`config.mk`:
```
export PLATFORM = sky130hd
export DESIGN_NAME = ngc_counter_sequencer
export DESIGN_NICKNAME = d
export VERILOG_FILES = /design/src/rtl/ngc_counter_sequencer.sv
export SDC_FILE = /design/constraint.sdc
export NUM_CORES = 1
export LEC_CHECK = 0
export CAP_MARGIN = 5
export CORE_MARGIN = 2
export CORE_UTILIZATION = 29
export DETAILED_ROUTE_END_ITERATION = 10
export SLEW_MARGIN = 25
export SYNTH_ARGS = -nofsm -noshare
export SYNTH_HDL_FRONTEND = slang
export SYNTH_SLANG_ARGS = --single-unit
```
`constraint.sdc`:
```
create_clock -name clk -period 2 [get_ports clk]
set_input_delay 0.3 -clock clk [delete_from_list [all_inputs] [get_ports clk]]
set_output_delay 0.3 -clock clk [all_outputs]
set_load 0.02 [all_outputs]
```
`src/rtl/ngc_counter_sequencer.sv`:
```
// Master-side sequencer for the ngc counter: clear, load, enable, then count hits until target/one-shot/abort.
// Optional RUN watchdog is built when NGC_COUNTER_SEQ_TIMEOUT_EN is defined; otherwise `timeout` is tied 0.
module ngc_counter_sequencer #(
  parameter int WIDTH          = 8,
  parameter int HIT_W          = 4,
  parameter int TIMEOUT_CYCLES = 256
) (
  input  logic                 clk,
  input  logic                 rst,
  input  logic                 cmd_valid,
  output logic                 cmd_ready,
  input  logic                 cmd_dir,
  input  logic                 cmd_one_shot,
  input  logic [WIDTH-1:0]     cmd_start,
  input  logic [WIDTH-1:0]     cmd_from,
  input  logic [WIDTH-1:0]     cmd_to,
  input  logic [WIDTH/2-1:0]   cmd_step,
  input  logic [HIT_W-1:0]     cmd_hits,
  input  logic                 abort,
  output logic                 cnt_rst,
  output logic                 cnt_load,
  output logic                 cnt_enb,
  output logic                 cnt_dir,
  output logic                 cnt_one_shot,
  output logic [WIDTH-1:0]     cnt_load_value,
  output logic [WIDTH-1:0]     cnt_count_to_value,
  output logic [WIDTH-1:0]     cnt_count_from_value,
  output logic [WIDTH/2-1:0]   cnt_step_value,
  input  logic [WIDTH-1:0]     cnt_count,
  input  logic                 cnt_count_hit,
  output logic                 busy,
  output logic                 done,
  output logic                 aborted,
  output logic                 timeout,
  output logic [HIT_W-1:0]     hit_cnt,
  output logic [WIDTH-1:0]     last_count,
  output logic [2:0]           fsm_state
);

  localparam logic [2:0] S_IDLE = 3'd0;
  localparam logic [2:0] S_CLR  = 3'd1;
  localparam logic [2:0] S_LOAD = 3'd2;
  localparam logic [2:0] S_RUN  = 3'd3;
  localparam logic [2:0] S_DONE = 3'd4;

  if ((WIDTH % 2) != 0 || TIMEOUT_CYCLES < 1) begin : g_param_check
    $error("ngc_counter_sequencer: WIDTH must be even and TIMEOUT_CYCLES >= 1");
  end

  // Handshake: a command transfers on any posedge where cmd_valid && cmd_ready;
  // cmd_ready is high exactly in IDLE, and cmd_valid may be held while busy.
  logic [2:0]         state;
  logic               dir_q;
  logic               one_shot_q;
  logic [WIDTH-1:0]   start_q;
  logic [WIDTH-1:0]   from_q;
  logic [WIDTH-1:0]   to_q;
  logic [WIDTH/2-1:0] step_q;
  logic [HIT_W-1:0]   hits_q;
  logic [HIT_W-1:0]   hit_cnt_q;
  logic [WIDTH-1:0]   last_q;
  logic               ab_q;

  logic               accept;
  logic               in_run;
  logic               hit_term;
  logic               to_fire;
  logic               term;
  logic [HIT_W:0]     hit_next;

  assign accept   = (state == S_IDLE) && cmd_valid;
  assign in_run   = (state == S_RUN);
  assign hit_next = {1'b0, hit_cnt_q} + (HIT_W+1)'(1);
  // A terminal hit takes priority over a simultaneous abort or watchdog expiry.
  assign hit_term = cnt_count_hit &&
                    (one_shot_q || ((hits_q != '0) && (hit_next == {1'b0, hits_q})));
  assign term     = in_run && (abort || hit_term || to_fire);

`ifdef NGC_COUNTER_SEQ_TIMEOUT_EN
  localparam int TW = $clog2(TIMEOUT_CYCLES + 1);
  logic [TW-1:0] wd_q;
  logic          to_flag_q;

  // Expires on the TIMEOUT_CYCLES-th RUN cycle since entry or since the latest hit.
  assign to_fire = in_run && !cnt_count_hit && (wd_q == TW'(TIMEOUT_CYCLES - 1));
  assign timeout = (state == S_DONE) && to_flag_q;

  always_ff @(posedge clk) begin
    if (!rst) begin
      wd_q      <= '0;
      to_flag_q <= 1'b0;
    end else begin
      if (state == S_LOAD || (in_run && cnt_count_hit))
        wd_q <= '0;
      else if (in_run)
        wd_q <= wd_q + TW'(1);
      if (term)
        to_flag_q <= to_fire && !abort;
      else if (state == S_DONE)
        to_flag_q <= 1'b0;
    end
  end
`else
  assign to_fire = 1'b0;
  assign timeout = 1'b0;
`endif

  always_ff @(posedge clk) begin
    if (!rst) begin
      state      <= S_IDLE;
      dir_q      <= 1'b0;
      one_shot_q <= 1'b0;
      start_q    <= '0;
      from_q     <= '0;
      to_q       <= '0;
      step_q     <= '0;
      hits_q     <= '0;
      hit_cnt_q  <= '0;
      last_q     <= '0;
      ab_q       <= 1'b0;
    end else begin
      case (state)
        S_IDLE: begin
          if (accept) begin
            dir_q      <= cmd_dir;
            one_shot_q <= cmd_one_shot;
            start_q    <= cmd_start;
            from_q     <= cmd_from;
            to_q       <= cmd_to;
            step_q     <= cmd_step;
            hits_q     <= cmd_hits;
            hit_cnt_q  <= '0;
            state      <= S_CLR;
          end
        end
        S_CLR:  state <= S_LOAD;
        S_LOAD: state <= S_RUN;
        S_RUN: begin
          if (cnt_count_hit && (hit_cnt_q != {HIT_W{1'b1}}))
            hit_cnt_q <= hit_next[HIT_W-1:0];
          if (term) begin
            ab_q  <= !hit_term;
            state <= S_DONE;
          end
        end
        S_DONE: begin
          last_q <= cnt_count;
          ab_q   <= 1'b0;
          state  <= S_IDLE;
        end
        default: state <= S_IDLE;
      endcase
    end
  end

  assign cmd_ready            = (state == S_IDLE);
  assign busy                 = (state != S_IDLE);
  assign cnt_rst              = (state == S_CLR);
  assign cnt_load             = (state == S_LOAD);
  assign cnt_enb              = in_run && !term;
  assign done                 = (state == S_DONE);
  assign aborted              = (state == S_DONE) && ab_q;
  assign cnt_dir              = dir_q;
  assign cnt_one_shot         = one_shot_q;
  assign cnt_load_value       = start_q;
  assign cnt_count_from_value = from_q;
  assign cnt_count_to_value   = to_q;
  assign cnt_step_value       = step_q;
  assign hit_cnt              = hit_cnt_q;
  assign last_count           = last_q;
  assign fsm_state            = state;

endmodule

```
==> results of run 1 <==
[what timing repair did]
item	in CTS	in global routing
setup endpoints to repair	3	4
gates resized for setup	7	13
endpoints found under the hold margin	0	0
pin swaps	0	3
[stage by stage]
step	std cells	TNS [ns]	instance area (µm²)	hold slack [ns]	setup slack, ns
floorplan	249	0	2120	0.435	0.0501
global placement	451	-0.125	3300	0.440	-0.125
detailed placement	451	-0.148	3300	0.445	-0.148
CTS	459	-0.0460	3400	0.459	-0.0460
global route	459	-0.0211	3450	0.478	-0.0211
finish	459	0	3450	0.455	0.122
[worst max-delay path: cells and delay by family (launching register included)]
| family | cells | cell delay, ns |
|---|---|---|
| xor+xnor | 1 | 0.16 |
| mux | 1 | 0.23 |
| flops | 1 | 0.38 |
| buf+inv | 1 | 0.18 |
| simple gates | 3 | 0.34 |
[flip-flops by register name (all words and copies together), names as in the netlist]
name	flops
ab_q	1
cnt_count_from_value	8
cnt_count_to_value	8
cnt_dir	1
cnt_load_value	8
cnt_one_shot	1
cnt_step_value	4
fsm_state	3
hit_cnt	4
hits_q	4
last_count	8
[cell families after synthesis]
family | Yosys count
simple gates | 117
flops | 50
mux | 1
xor+xnor | 6
compound gates | 54
buf+inv | 19
other cells | 1
fa+ha+maj | 1
[layout make-up]
cell class | count | area share
Timing Repair Buffer | 119 | 0.334
Multi-Input combinational cell | 180 | 0.302
Sequential cell | 50 | 0.293
Tap cell | 99 | 0.0359
Clock buffer | 6 | 0.0210
Clock inverter | 2 | 0.0109
Inverter | 3 | 0.00326
[where the power goes]
part	leakage, µW	switching, µW	internal, µW
Combinational	0.000871	324	333
Sequential	0.000410	46.7	1070
Clock	0.0000514	338	374
Total	0.00133	709	1780
[cells in the final DEF, fill, tap and decap left out, types with 2 or more instances in the layout]
cell,n
dlygate4sd2_1,2
dlymetal6s2s_1,3
clkdlybuf4s50_1,92
clkbuf_8,5
nor2_1,4
nand4_1,4
dfxtp_1,47
nand2_1,89
and2_1,3
dfxtp_4,2
o211ai_1,2
inv_1,2
a21boi_1,30
nor3_2,2
o21ai_0,4
xnor2_1,2
buf_4,21
xor2_1,2
and3_1,2
a21boi_0,13
nand3_1,3
[layer usage]
metal	GRT usage	vias up	wire length, µm
li1	-	1038	-
met1	0.174	919	2470
met2	0.213	54	2560
met3	0.0443	7	359
met4	0.0448	0	79
met5	0	-	0
[worst max-delay path by stage]
stage,slack [ns],startpoint,end,cells after the start
after floorplan,0.05,hit_cnt[0],cnt_enb,5
after global placement,-0.12,hit_cnt[1],cnt_enb,6
after detailed placement,-0.15,hit_cnt[1],cnt_enb,6
after CTS,-0.05,hit_cnt[0],cnt_enb,6
after global routing,-0.02,hit_cnt[0],cnt_enb,6
final,0.12,hit_cnt[1],cnt_enb,6
[cells in the mapped netlist (all sizes together), types with 2 or more instances]
cell,count
nand2,89
dfxtp,50
a21boi,43
buf,11
clkbuf,5
nand3,5
and2,4
nand4,4
nor2,4
o21ai,4
and3,3
nor3,3
xnor2,3
xor2,3
inv,2
o211ai,2
==> metrics.md, run 1 <==
| Metric | Value |
|---|---|
| EDFF count, synth | `0` |
| Final Hold Viols | `0` |
| CP Capture Type | `output pin` |
| Ant diodes | `0` |
| CP max FO | `3` |
| Cell count after synthesis | `249` |
| Synthesized cell area | `2110 µm²` |
| Most used DFF post-synth | `dfxtp_1` |
| Largest net degree at the start of global routing | `25` |
| Sequential area share after synthesis | `0.474` |
| Hold WC Path Type | `flip-flop to flip-flop` |
| First-pass GRT wire length | `8540 µm` |
| CTS tree | `built` |
| Synth Area in Compound Gates | `0.189` |
| Total number of vias | `2018` |
| Max-cap violation count | `0` |
| Slowest cell on the critical path | `dfxtp_4` |
| FF+latch area | `1010 µm²` |
| Filler cells | `740` |
| CP cell instances | `nand3_2 -> xor2_2 -> mux2i_1 -> nor3_2 -> nor4_2 -> buf_4` |
| Post-layout util | `0.484` |
| GRT Resource Usage Total | `0.135` |
| Top post-synthesis cells by area | `dfxtp_1 (47%), nand2_1 (16%), a21boi_1 (11%), a21boi_0 (4.6%), buf_4 (1.8%)` |
| Clock skew | `0.00658 ns` |
| Required @ worst endpoint | `1.70 ns` |
| CTS Buf Count | `5` |
| Final Net Count | `407` |
| Final ANT Viol Nets | `0` |
| 1st-pass router iterations | `4` |
| Share of layout cells above drive strength 1 | `0.122` |
| Clock Sinks | `50` |
| Post-synth ARST share | `0` |
| Die area | `7990 µm²` |
| Hold_buf cts | `0` |
| Min-delay src | `cnt_load_value[4]` |
| Reg2reg path depth | `6` |
| Kind of start point of the critical path | `flip-flop` |
| Outcome | `completed` |
| FF-to-FF End | `fsm_state[2]` |
| Top-area cell type share of the netlist area | `0.474` |
| Hold path cells | `2` |
| Initial antenna violation count | `0` |
| Setup violators final | `0` |
| Die Span Y | `89.4 µm` |
| End of the worst hold path | `cnt_load_value[4]` |
| Reg2reg setup slack | `0.47 ns` |
| Largest family of logic cells by synthesized area | `simple AND/OR/NAND/NOR gates` |
| Post-Synth Simple-Gate Area | `0.251` |
| Clock latency on the worst-skew pair | `0.30 ns` |
| FF-to-FF Start | `hit_cnt[1]` |
| Final cycle utilization of the critical path | `0.939` |
| Detailed Place HPWL | `4020 µm` |
| Peak supply drop | `0.259 mV` |
| Fin crit period | `1.88 ns` |
| Syn Area/Cell | `8.49 µm²` |
| DRC errors left | `0` |
| Pwr per Cell Area | `720 nW/µm²` |
| Multi-input logic area | `1040 µm²` |
| Yosys warns | `0` |
| Post-CTS Setup Repair Bufs | `0` |
| Htree depth | `2` |
| IO Pins | `100` |
| Multiplexer share of the synthesized area | `0.00474` |
| Dominant cell type by area after synthesis | `dfxtp_1` |
| XOR/XNOR Fraction of Synth Area | `0.0249` |
| Leak pwr | `0.00133 µW` |
| Global route overflow | `0` |
| Initial DRC count | `72` |
| Post-Synth Adder-Cell Area | `0.00592` |
| WL/cell | `11.9 µm` |
| Synth Net Count | `297` |
| Final Wtd Congestion | `0.851` |
| Vias in the first global route | `1935` |
| Slowest stage delay, CP | `0.38 ns` |
| Final Total Pwr | `2490 µW` |
| Critical path class | `flip-flop to output pin` |
| WP data arrival | `1.58 ns` |
| Post-synthesis register bit count | `50` |
| Layout Area Growth over Synthesis | `63.3%` |
| Die W | `89.4 µm` |
| Final Max Slew Viols | `0` |
| # rows | `31` |
| Initial core utilization | `0.296` |
| CTS clk-pin slew, worst paths | `0.09 ns` |
| CTS Buffer Depth | `2` |
| CORE AREA | `7140 µm²` |
| Fmax | `532 MHz` |
| Port buffer count | `98` |
| Routed Wire Length | `5470 µm` |
| Synth cell types | `38` |
| Root buffer cell | `clkbuf_8` |
| Routed vias/inst | `4.40` |
(Power assumes the default switching activity.)
==> inputs of run 2 (changes only) <==
--- a/config.mk
+++ b/config.mk
@@ -6,9 +6,12 @@
 export NUM_CORES = 1
 export LEC_CHECK = 0
 export CAP_MARGIN = 5
+export CELL_PAD_IN_SITES_DETAIL_PLACEMENT = 1
+export CELL_PAD_IN_SITES_GLOBAL_PLACEMENT = 1
 export CORE_MARGIN = 2
 export CORE_UTILIZATION = 29
 export DETAILED_ROUTE_END_ITERATION = 10
+export PLACE_DENSITY_LB_ADDON = 0.1
 export SLEW_MARGIN = 25
 export SYNTH_ARGS = -nofsm -noshare
 export SYNTH_HDL_FRONTEND = slang
==> run 2 against run 1 <==
Net effect: routed wire length up 8.5%; via count up 1.4%; clock skew down 0.0022 ns; fmax down 1.2%; hold slack worse by 0.0027 ns; largest cell class unchanged; highest routed layer unchanged.
==> metrics.md, run 2 (synthesis results as in run 1) <==
| Metric | Value |
|---|---|
| Post-CTS Setup Repair Bufs | `0 (unchanged)` |
| Pwr per Cell Area | `685 nW/µm² (-4.9%)` |
| CP max FO | `6 (+3)` |
| Outcome | `completed` |
| Fin Hold WS | `0.453 ns (-0.00272 ns)` |
| Final Wtd Congestion | `0.795 (-6.6%)` |
| Logic gate share of total power | `0.288 (+0.024)` |
| Htree depth | `2 (unchanged)` |
| Internal power | `1650 µW (-6.9%)` |
| DRC errors left | `0 (unchanged)` |
| WP data arrival | `1.60 ns (+0.02 ns)` |
| RSZ-0062 raised after global routing | `true` |
| Final Max Slew Viols | `0 (unchanged)` |
| CTS clk-pin slew, worst paths | `0.09 ns (about the same)` |
| CTS Buffer Depth | `2 (unchanged)` |
| Peak supply drop | `0.264 mV (+1.8%)` |
| Commonest non-fill, non-tap cell in the layout | `clkdlybuf4s50_1` |
| Total number of vias | `2047 (+1.4%)` |
| Share of layout cells above drive strength 1 | `0.125 (+0.00243)` |
| # rows | `31 (unchanged)` |
| Initial core utilization | `0.296 (unchanged)` |
| Die area | `7990 µm² (unchanged)` |
| Clock Sinks | `50 (unchanged)` |
| Seq pwr share | `0.471 (+0.022)` |
| Die W | `89.4 µm (unchanged)` |
| Port buffer count | `98 (unchanged)` |
| Detailed Place HPWL | `4410 µm (+9.8%)` |
| Fin Setup TNS | `0 ns (unchanged)` |
| Final worst slack | `0.0985 ns (-0.0233 ns)` |
| Critical path class | `flip-flop to output pin` |
| Initial DRC count | `28 (-61%)` |
| CORE AREA | `7140 µm² (unchanged)` |
| 1st-pass router iterations | `3 (-1)` |
| Final Net Count | `409 (+0.49%)` |
| Sw Ratio | `0.300 (+0.0144)` |
| Net Switching | `707 µW (-0.20%)` |
| WP buf/inv | `2 (+1)` |
| Slowest cell on the critical path | `clkdlybuf4s50_1` |
| Fin crit period | `1.90 ns (+0.0233 ns)` |
| Max-cap violation count | `0 (unchanged)` |
| Hold_buf cts | `0 (unchanged)` |
| Initial antenna violation count | `0 (unchanged)` |
| Place WS | `-0.155 ns (-0.00731 ns)` |
| Vias in the first global route | `2025 (+4.7%)` |
| Fmax | `526 MHz (-1.2%)` |
| Final cycle utilization of the critical path | `0.951 (+0.0116)` |
| Hold WC Path Type | `flip-flop to flip-flop` |
| CP Capture Type | `output pin` |
| Slowest stage delay, CP | `0.63 ns (+0.25 ns)` |
| First-pass GRT wire length | `9360 µm (+9.6%)` |
| Largest net degree at the start of global routing | `53 (+110%)` |
| CTS tree | `built` |
| Required @ worst endpoint | `1.70 ns (about the same)` |
| CP cell instances | `buf_4 -> nor3b_1 -> clkdlybuf4s50_1` |
| IO Pins | `100 (unchanged)` |
| Routed vias/inst | `4.45 (+1.2%)` |
| Routed Wire Length | `5940 µm (+8.5%)` |
| Commonest non-fill, non-tap cells in the layout | `clkdlybuf4s50_1 (93), nand2_1 (89), dfxtp_1 (48)` |
| Global route overflow | `0 (unchanged)` |
| Final ANT Viol Nets | `0 (unchanged)` |
| CTS Buf Count | `5 (unchanged)` |
| WL/cell | `12.9 µm (+8.2%)` |
| Clock skew | `0.00440 ns (-0.00218 ns)` |
| Layout Area Growth over Synthesis | `63.1%` |
| Die Span Y | `89.4 µm (unchanged)` |
| Clk pwr share | `0.241 (-0.045)` |
| Final Total Pwr | `2360 µW (-5.0%)` |
| Ant diodes | `0 (unchanged)` |
| Kind of start point of the critical path | `flip-flop` |
| CP top delay family | `buffers and inverters` |
| Final Hold Viols | `0 (unchanged)` |
| GRT Resource Usage Total | `0.152 (+0.0167)` |
| Leak pwr | `0.00134 µW (+0.85%)` |
| Setup violators final | `0 (unchanged)` |
| Clock latency on the worst-skew pair | `0.30 ns (about the same)` |
| Root buffer cell | `clkbuf_8` |
[run 2: repair_timing]
| item | CTS | global route |
|---|---|---|
| hold endpoints to repair | 0 | 0 |
| pin swaps | 3 | 1 |
| resized for setup | 13 | 6 |
| endpoints found under the setup margin | 2 | 5 |
[run 2: layout make-up]
type | count | area (µm²)
clock inverters | 1 | 7.51
repair buffers | 121 | 1170
clock buffers | 6 | 72.6
inverters | 3 | 11.3
flip-flops and latches | 50 | 1010
fillers | 854 | 3690
well taps | 99 | 124
multi-input cells | 180 | 1060
[run 2: metrics by stage]
stage | instance area [µm²] | utilization | std cells
floorplan | 2120 | - | 249
global placement | 3320 | 0.465 | 453
detailed placement | 3320 | 0.465 | 453
CTS | 3420 | 0.480 | 460
global route | 3450 | 0.483 | 460
finish | 3450 | 0.483 | 460
[run 2: final timing paths]
kind                                         startpoint                      end  slack (ns)  cells past startpoint
worst max-delay path                       fsm_state[0]                  cnt_rst         0.1                      3
worst max register to register             fsm_state[0]               hit_cnt[3]        0.45                      5
worst min-delay path            cnt_count_from_value[6]  cnt_count_from_value[6]        0.45                      2
worst min register to register  cnt_count_from_value[6]  cnt_count_from_value[6]        0.45                      2
[run 2: worst reg2reg max path, delay by kind of cell, from the launching register on]
kind / cells / cell delay (ns)
buf+inv: 1 / 0.16
flops: 1 / 0.32
simple gates: 3 / 0.68
compound gates: 1 / 0.29
[run 2: power by group through the flow]
stage	sequential, µW	combinational (µW)	clock [µW]
finish	1110	679	569
global route	1120	746	647
CTS	1110	687	602
detailed placement	1140	688	0
global placement	1140	681	0
floorplan	1220	260	0
[run 2: routing by layer]
metal / wire (µm) / vias up / part of all wire / global-route usage
li1: - / 1042 / - / -
met1: 2590 / 944 / 0.44 / 0.178
met2: 2900 / 56 / 0.49 / 0.261
met3: 388 / 5 / 0.065 / 0.0480
met4: 63 / 0 / 0.011 / 0.0516
met5: 0 / - / 0 / 0
